===== src/rtl/irq_sequencer_if.sv =====
// ---------------------------------------------------------------------------
// irq_sequencer_if
// Bus between the interrupt sequencer and its environment (interrupt sources,
// mask CSR, pipeline/branch unit).
//   master : drives IrqLines, MaskWe, MaskIn, GlobalEn, IrqAck, PcIn, RetiDone
//            and observes IRQ, VectorAddr, ReturnAddr, ActiveId, InService,
//            Pending.
//   slave  : the sequencer side, with the opposite directions.
// ---------------------------------------------------------------------------
interface irq_sequencer_if #(
  parameter int NUM_SRC = 8,
  parameter int ADDR_W  = 32
);
  localparam int ID_W = (NUM_SRC > 1) ? $clog2(NUM_SRC) : 1;

  logic [NUM_SRC-1:0] IrqLines;
  logic               MaskWe;
  logic [NUM_SRC-1:0] MaskIn;
  logic               GlobalEn;
  logic               IrqAck;
  logic [ADDR_W-1:0]  PcIn;
  logic               RetiDone;

  logic               IRQ;
  logic [ADDR_W-1:0]  VectorAddr;
  logic [ADDR_W-1:0]  ReturnAddr;
  logic [ID_W-1:0]    ActiveId;
  logic               InService;
  logic [NUM_SRC-1:0] Pending;

  modport master (
    output IrqLines, MaskWe, MaskIn, GlobalEn, IrqAck, PcIn, RetiDone,
    input  IRQ, VectorAddr, ReturnAddr, ActiveId, InService, Pending
  );

  modport slave (
    input  IrqLines, MaskWe, MaskIn, GlobalEn, IrqAck, PcIn, RetiDone,
    output IRQ, VectorAddr, ReturnAddr, ActiveId, InService, Pending
  );
endinterface


===== src/rtl/irq_sequencer.sv =====
// ---------------------------------------------------------------------------
// irq_sequencer
// Single-level interrupt sequencer. Rising edges on the source lines set
// sticky pending bits; the lowest-index pending source that is also enabled
// in the mask is requested from the branch unit. Once the pipeline acks, the
// return PC is saved and the handler runs until RETI resolves.
//
// Ports:
//   clk  : system clock, rising edge
//   rst  : asynchronous, active-high reset
//   bus  : irq_sequencer_if.slave
//            in : IrqLines, MaskWe, MaskIn, GlobalEn, IrqAck, PcIn, RetiDone
//            out: IRQ, VectorAddr, ReturnAddr, ActiveId, InService, Pending
// ---------------------------------------------------------------------------
module irq_sequencer #(
  parameter int                NUM_SRC     = 8,
  parameter int                ADDR_W      = 32,
  parameter logic [ADDR_W-1:0] VECTOR_BASE = ADDR_W'(32'h0000_0100)
) (
  input logic            clk,
  input logic            rst,
  irq_sequencer_if.slave bus
);
  localparam int ID_W = (NUM_SRC > 1) ? $clog2(NUM_SRC) : 1;

  typedef enum logic [1:0] {IDLE, REQ, SERVICE} state_t;

  state_t             state, stateNext;
  logic [NUM_SRC-1:0] mask;
  logic [NUM_SRC-1:0] prevLines;
  logic [NUM_SRC-1:0] pending;
  logic [NUM_SRC-1:0] rise;
  logic [NUM_SRC-1:0] eligible;
  logic [NUM_SRC-1:0] ackClear;
  logic [ID_W-1:0]    activeId;
  logic [ID_W-1:0]    winner;
  logic               anyEligible;
  logic               latchWinner;
  logic               takeAck;

  assign rise     = bus.IrqLines & ~prevLines;
  assign eligible = pending & mask;

  // Fixed priority: scanning downwards lets the lowest set index win.
  // NOTE: every signal written in an always_comb gets a default first, so no
  // path leaves it unassigned and no latch is inferred.
  always_comb begin
    winner      = '0;
    anyEligible = |eligible;
    for (int i = NUM_SRC - 1; i >= 0; i--) begin
      if (eligible[i]) winner = ID_W'(i);
    end
  end

  // FSM state register.
  // NOTE: sequential state uses non-blocking assignments so every register
  // samples the pre-edge values regardless of statement order.
  always_ff @(posedge clk or posedge rst) begin
    if (rst) state <= IDLE;
    else     state <= stateNext;
  end

  // FSM next-state and outputs. In REQ the request is already committed to
  // the pipeline, so mask/GlobalEn changes do not withdraw it.
  always_comb begin
    stateNext     = state;
    latchWinner   = 1'b0;
    takeAck       = 1'b0;
    bus.IRQ       = 1'b0;
    bus.InService = 1'b0;
    case (state)
      IDLE: begin
        if (bus.GlobalEn && anyEligible) begin
          latchWinner = 1'b1;
          stateNext   = REQ;
        end
      end
      REQ: begin
        bus.IRQ = 1'b1;
        if (bus.IrqAck) begin
          takeAck   = 1'b1;
          stateNext = SERVICE;
        end
      end
      SERVICE: begin
        bus.InService = 1'b1;
        if (bus.RetiDone) stateNext = IDLE;
      end
      default: stateNext = IDLE;
    endcase
  end

  // One-hot clear of the serviced source's pending bit on ack.
  always_comb begin
    ackClear = '0;
    if (takeAck) ackClear[activeId] = 1'b1;
  end

  // Datapath registers. A new edge on the acked source in the ack cycle is
  // OR-ed in after the clear, so the set wins.
  always_ff @(posedge clk or posedge rst) begin
    if (rst) begin
      mask           <= '0;
      prevLines      <= '0;
      pending        <= '0;
      activeId       <= '0;
      bus.ReturnAddr <= '0;
    end else begin
      prevLines <= bus.IrqLines;
      pending   <= (pending & ~ackClear) | rise;
      if (bus.MaskWe)  mask           <= bus.MaskIn;
      if (latchWinner) activeId       <= winner;
      if (takeAck)     bus.ReturnAddr <= bus.PcIn;
    end
  end

  assign bus.ActiveId   = activeId;
  assign bus.Pending    = pending;
  assign bus.VectorAddr = VECTOR_BASE + (ADDR_W'(activeId) << 2);
endmodule


===== src/flat_wrapper.sv =====
// flat-port wrapper written by rule: the top's interface ports become plain ports
module irq_sequencer_flat 
#(
  parameter int                NUM_SRC     = 8,
  parameter int                ADDR_W      = 32,
  parameter logic [ADDR_W-1:0] VECTOR_BASE = ADDR_W'(32'h0000_0100)
)
  (clk, rst, bus_IrqLines, bus_MaskWe, bus_MaskIn, bus_GlobalEn, bus_IrqAck, bus_PcIn, bus_RetiDone, bus_IRQ, bus_VectorAddr, bus_ReturnAddr, bus_ActiveId, bus_InService, bus_Pending);
  irq_sequencer_if #(.NUM_SRC(NUM_SRC), .ADDR_W(ADDR_W)) bus_i ();
  input logic clk;
  input logic rst;
  input wire logic [$bits(bus_i.IrqLines)-1:0] bus_IrqLines;
  input wire logic [$bits(bus_i.MaskWe)-1:0] bus_MaskWe;
  input wire logic [$bits(bus_i.MaskIn)-1:0] bus_MaskIn;
  input wire logic [$bits(bus_i.GlobalEn)-1:0] bus_GlobalEn;
  input wire logic [$bits(bus_i.IrqAck)-1:0] bus_IrqAck;
  input wire logic [$bits(bus_i.PcIn)-1:0] bus_PcIn;
  input wire logic [$bits(bus_i.RetiDone)-1:0] bus_RetiDone;
  output wire logic [$bits(bus_i.IRQ)-1:0] bus_IRQ;
  output wire logic [$bits(bus_i.VectorAddr)-1:0] bus_VectorAddr;
  output wire logic [$bits(bus_i.ReturnAddr)-1:0] bus_ReturnAddr;
  output wire logic [$bits(bus_i.ActiveId)-1:0] bus_ActiveId;
  output wire logic [$bits(bus_i.InService)-1:0] bus_InService;
  output wire logic [$bits(bus_i.Pending)-1:0] bus_Pending;
  assign bus_i.IrqLines = bus_IrqLines;
  assign bus_i.MaskWe = bus_MaskWe;
  assign bus_i.MaskIn = bus_MaskIn;
  assign bus_i.GlobalEn = bus_GlobalEn;
  assign bus_i.IrqAck = bus_IrqAck;
  assign bus_i.PcIn = bus_PcIn;
  assign bus_i.RetiDone = bus_RetiDone;
  assign bus_IRQ = bus_i.IRQ;
  assign bus_VectorAddr = bus_i.VectorAddr;
  assign bus_ReturnAddr = bus_i.ReturnAddr;
  assign bus_ActiveId = bus_i.ActiveId;
  assign bus_InService = bus_i.InService;
  assign bus_Pending = bus_i.Pending;
  irq_sequencer #(.NUM_SRC(NUM_SRC), .ADDR_W(ADDR_W), .VECTOR_BASE(VECTOR_BASE)) u_core (.clk(clk), .rst(rst), .bus(bus_i));
endmodule

===== config.mk =====
export PLATFORM = sky130hd
export DESIGN_NAME = irq_sequencer_flat
export DESIGN_NICKNAME = d
export VERILOG_FILES = /design/src/rtl/irq_sequencer_if.sv /design/src/rtl/irq_sequencer.sv /design/src/flat_wrapper.sv
export SDC_FILE = /design/constraint.sdc
export NUM_CORES = 1
export LEC_CHECK = 0
export BUFFER_PORTS_ARGS = -buffer_cell sky130_fd_sc_hd__buf_2
export CAP_MARGIN = 20
export CORE_MARGIN = 3
export CORE_UTILIZATION = 49
export CTS_BUF_LIST = sky130_fd_sc_hd__clkbuf_16
export CTS_CLUSTER_SIZE = 10
export DETAILED_ROUTE_END_ITERATION = 6
export PLACE_DENSITY = 0.85
export REMOVE_ABC_BUFFERS = 1
export SLEW_MARGIN = 10
export SYNTH_ARGS = -nofsm -noshare
export SYNTH_HDL_FRONTEND = slang
export SYNTH_SLANG_ARGS = --single-unit
export TNS_END_PERCENT = 100

===== constraint.sdc =====
create_clock -name clk -period 3.7 [get_ports clk]
set_input_delay 0.185 -clock clk [delete_from_list [all_inputs] [get_ports clk]]
set_output_delay 0.185 -clock clk [all_outputs]
set_load 0.05 [all_outputs]

== Word-level counts from Yosys, hierarchy flattened ==
Cells that the tools add are included.

* Word-level logic and storage cells: 46
* Output and inout bits: 77
* Bits in registers: 61

* Equality and inequality tests: 5
* Bitwise operators: 6
* Reduce and logical (&&, ||, !) cells: 5
* Mux-type cells: 21
* $lt $le $gt $ge: 2
* $add $sub $neg: 1

{| class="wikitable"
|+ Operators by type and width
! kind !! number
|-
| bitwise AND 8 bit || 3
|-
| 2-to-1 mux 3 bit || 8
|-
| NOT 8 bit || 2
|-
| adder 9 x 5 -> 10 bit (first input constant) || 1
|-
| 2-to-1 mux 8 bit || 1
|-
| bitwise OR 8 bit || 1
|-
| OR reduction 8 bit || 1
|-
| 2-to-1 mux 1 bit || 7
|-
| 2-to-1 mux 2 bit || 3
|-
| one-hot mux 2 bit (3 select lines) || 1
|-
| < comparator 3 x 4 -> 1 bit (second input constant) || 1
|-
| != test 2 bit (second input constant) || 2
|-
| demux 1 bit (select 3 bit) || 1
|-
| greater-or-equal comparator 3 x 1 -> 1 bit (second input constant) || 1
|-
| AND reduction 3 bit || 1
|-
| equality test 2 x 1 -> 1 bit (second input constant) || 1
|-
| equality test 2 bit (second input constant) || 1
|-
| logical AND 1 bit || 2
|-
| zero test 2 bit || 1
|-
| != test 2 x 1 -> 1 bit (second input constant) || 1
|}

== Longest topological paths before layout ==
* Depth after elaboration: 9
* Mapped depth: 5
* Depth with buffers taken out: 5

== Least setup slack after synthesis ==
No wires, ideal clock.

* Path kind: flip-flop to flip-flop
* From: register u_core.pending[2], in the netlist u_core.bus.Pending[2]
* To: register u_core.activeId[0], in the netlist u_core.bus.ActiveId[0]
* Path buffers: 0
* Period minus slack after synthesis: 1,575 ps
* Slack: 2,125 ps
* Cell stages (with the launch flop): 5
* Required time: 3,575 ps
* Arrival: 1,451 ps
* Path through: dfrtp_1 a22oi_1 nand2_1 o21ai_1 mux2_2

* Word-level cells in the longest chain between the ends: 5
* Elaborated cells on any way between the ends: 8

{| class="wikitable"
|+ Ends and longest elaborated chain
! item !! line !! text
|-
| start, declared || irq_sequencer.sv:31 || <nowiki>logic [NUM_SRC-1:0] pending;</nowiki>
|-
| start signal, assigned || irq_sequencer.sv:110 || <nowiki>pending <= (pending & ~ackClear) | rise;</nowiki>
|-
| bitwise AND 8 bit * || irq_sequencer.sv:42 || <nowiki>assign eligible = pending & mask;</nowiki>
|-
| OR reduction 8 bit || irq_sequencer.sv:49 || <nowiki>anyEligible = |eligible;</nowiki>
|-
| logical AND 1 bit || irq_sequencer.sv:73 || <nowiki>if (bus.GlobalEn && anyEligible) begin</nowiki>
|-
| 2-to-1 mux 1 bit || irq_sequencer.sv:73 ||
|-
| 2-to-1 mux 1 bit || irq_sequencer.sv:71 || <nowiki>case (state)</nowiki>
|-
| end signal, assigned || irq_sequencer.sv:112 || <nowiki>if (latchWinner) activeId <= winner;</nowiki>
|-
| end, declared || irq_sequencer.sv:35 || <nowiki>logic [ID_W-1:0] activeId;</nowiki>
|}

Mark *: on every way between the ends. The rest lies on a longest branch, timed or not.
A chain may end at the register's enable or synchronous reset.

== Final worst setup path ==
* From: register u_core.state[1]
* To: register u_core.pending[0], in the netlist u_core.bus.Pending[0]

* Word-level cells in the longest chain between the ends: 6

{| class="wikitable"
|+ Ends and longest elaborated chain
! item !! line !! text
|-
| start, declared || irq_sequencer.sv:28 || <nowiki>state_t state, stateNext;</nowiki>
|-
| start signal, assigned || irq_sequencer.sv:60 || <nowiki>else state <= stateNext;</nowiki>
|-
| equality test 2 x 1 -> 1 bit || irq_sequencer.sv:71 ||
|-
| 2-to-1 mux 1 bit || irq_sequencer.sv:71 ||
|-
| 2-to-1 mux 8 bit || irq_sequencer.sv:96 || <nowiki>if (takeAck) ackClear[activeId] = 1'b1;</nowiki>
|-
| NOT 8 bit || irq_sequencer.sv:110 ||
|-
| bitwise AND 8 bit || irq_sequencer.sv:110 ||
|-
| bitwise OR 8 bit || irq_sequencer.sv:110 ||
|}

No other way between the ends.

==> reports/qor.txt <==
Slew Limit Fails - 0
DR DRC count - 0
Final Hold Viols - 0
Resized Gates After CTS - 0
Total setup buffers inserted after CTS - 0
Logic pwr share - 44.2%
Routed wire length - 5491 µm
1st-iter DRT viols - 55
Die Y - 78.65 µm
Minimum clock period - 1.729 ns
CP Data Required Time - 3.89 ns
Final setup TNS - 0 ns
Post-synth EDFFs - 0
IO Count - 131
Worst path arrival time - 1.92 ns
Hold Crit Class - primary input to flip-flop
Post-synthesis compound-gate area fraction - 7.305%
Initial Util - 52.66%
CTS Buf Count - 9
Upper clock frequency limit - 578.4 MHz
Antenna Cells - 0
Initial antenna violation count - 0
Area grow syn2layout - 34.11%
Worst vdd ir - 0.6832 mV
Largest net degree at the start of global routing - 62
Post-Layout Inst Area - 3468 µm²
Via count - 1815
Final Net Count - 365
Routed Antenna Nets - 0
Synth Area in Simple Gates - 3.774%
Proportion of synthesized area in mux cells - 17.85%
Crit share post-route - 46.73%
Top cell type's share of synthesized area - 59.02%
Kind of critical path - flip-flop to flip-flop
Gpl congestion - 0.7606
Hold_ws - 0.06100 ns
Xor and xnor area share after synthesis - 0%
Routed wire per std cell - 14.34 µm
Synth unique cells - 22
Max-slew headroom - 50.36%
Fillers - 363
Die Wd - 78.65 µm
Most common cell in the netlist - dfrtp_1
Core ar. - 4911 µm²
Die ar. - 6186 µm²
Largest family of logic cells by synthesized area - multiplexers
Internal Power - 0.002070 W
Root Buffer Master - clkbuf_16
Static leakage - 1.732 nW
Syn avg cell area - 13.00 µm²
Multi-input logic area - 857.1 µm²
RSZ-0062 raised after global routing - false
Clk_skew - 0.006604 ns
Sequential share of power - 28.8%
Gr ovfl total - 0
Crit path capture type - flip-flop
Area contributors post-synth - dfrtp_1 (59%), mux2_2 (18%), buf_4 (9.3%)
Pwr Density - 1081 nW/µm²
Drt pass-1 iters - 4
Synth area leader - dfrtp_1
Gr usage total - 19.05%
Synth Cell Area - 2586 µm²
Number of global-route vias before repair - 1971
IO buf count - 101
Clock Latency Late Sink - 0.32 ns
Clk slew on worst S/H paths - 0.05 ns
Sw Share - 44.81%
Critical Path Fanout Max - 34
Post-Synth Adder-Cell Area - 0%
Warnings, synthesis - 0
TritonCTS clock tree - built
H-tree levels - 3
Critical Path Start Type - flip-flop
Top cells by count, synth - dfrtp_1 (61), mux2_2 (41), buf_4 (32), o21ai_0 (16), inv_1 (12)
Register Area - 1526 µm²
Ys flop type - dfrtp_1
Seq/Total Area, Yosys - 59.02%
Max_cap viols - 0
Vias per cell - 4.739
Slew at the pin closest to its max-slew limit - 0.7447 ns
CTS Buffer Depth - 2
Layout cells sized above 1 - 51.27%
First-pass GRT wire length - 9025 µm
CTS Hold Bufs - 8
Status - completed
Synth Register Bits - 61
Post-Place Cell Area - 3025 µm²
Count of final setup violators - 0
Num rows - 25
Clk pwr share - 27.0%
DP HPWL - 3975 µm
Synth async-reset ratio - 100.0%
Mapped Cells - 199
Switching power - 0.001680 W
Clock sink total - 61
-- cell usage in the layout, fill, tap and decap left out, types with 2 or more instances in the layout --
cell,synthesis,layout
dfrtp_1,61,61
buf_2,3,101
inv_1,12,11
conb_1,2,29
bufinv_16,0,4
mux2_2,41,41
a32oi_1,2,2
dlygate4sd3_1,0,8
nand2_1,6,6
o21ai_0,16,16
a21oi_1,4,4
o21ai_1,2,2
clkinv_2,0,2
nand2b_1,4,4
clkbuf_16,0,9
a22oi_1,4,4
o31ai_1,2,2
-- flip-flops by register name, indices dropped and copies added (netlist names) --
register / cells
u_core.bus.Pending: 8
u_core.bus.ReturnAddr: 32
u_core.state: 2
u_core.prevLines: 8
u_core.bus.ActiveId: 3
u_core.mask: 8
-- cells by family (layout without fill, tap and decap cells) --
group,after synthesis,in the layout
buffers and inverters,48,138
DFF,61,61
muxes,41,41
and+or+nand+nor,15,15
AOI/OAI and AO/OA,32,32
other,2,29
-- power groups by stage --
stage	logic, W	clock network, W	registers, W
floorplan	0.000460	0	0.00189
global placement	0.00163	0	0.00107
detailed placement	0.00166	0	0.00108
CTS	0.00167	0.00103	0.00108
global route	0.00173	0.00106	0.00111
finish	0.00166	0.00101	0.00108
-- area by class of cell --
class / count / area share, %
Tap cell: 67 / 2.417
Clock buffer: 9 / 6.493
Inverter: 12 / 1.299
Multi-Input combinational cell: 117 / 24.71
Clock inverter: 7 / 3.968
Sequential cell: 61 / 44.01
Timing Repair Buffer: 110 / 17.10
-- worst paths after layout --
kind	slack (ns)	startpoint	to	cells past startpoint
max	1.97	u_core.state[1]	u_core.bus.Pending[0]	4
min in group asynchronous	0.08	rst	u_core.bus.ReturnAddr[2]	3
max in group asynchronous	3.13	rst	u_core.bus.ActiveId[0]	3
min	0.06	bus_RetiDone	u_core.state[1]	2
min reg2reg	0.41	u_core.prevLines[2]	u_core.bus.Pending[2]	1
max reg2reg	1.97	u_core.state[1]	u_core.bus.Pending[0]	4
-- per-layer routing --
layer / global-route usage (%) / part of all wire [%]
met1: 22.05 / 40
met3: 7.569 / 9.0
met2: 31.41 / 50
met5: 0 / 0
met4: 7.867 / 0.86
-- stage by stage --
| step | cells | power [W] | util [%] | worst slack [ns] |
|---|---|---|---|---|
| floorplan | 190 | 0.002349 | - | 2.002 |
| global placement | 359 | 0.002706 | 61.61 | 2.040 |
| detailed placement | 359 | 0.002742 | 61.61 | 1.951 |
| CTS | 383 | 0.003784 | 70.62 | 1.950 |
| global route | 383 | 0.003901 | 70.62 | 1.836 |
| finish | 383 | 0.003750 | 70.62 | 1.971 |
-- critical path, stage by stage (launching register included) --
cell,delay [ns]
dfrtp_1,0.41
nand3b_4,0.46
or2_1,0.42
o31ai_1,0.21
o21ai_1,0.10
No activity file was read; power rests on OpenSTA's default activity.
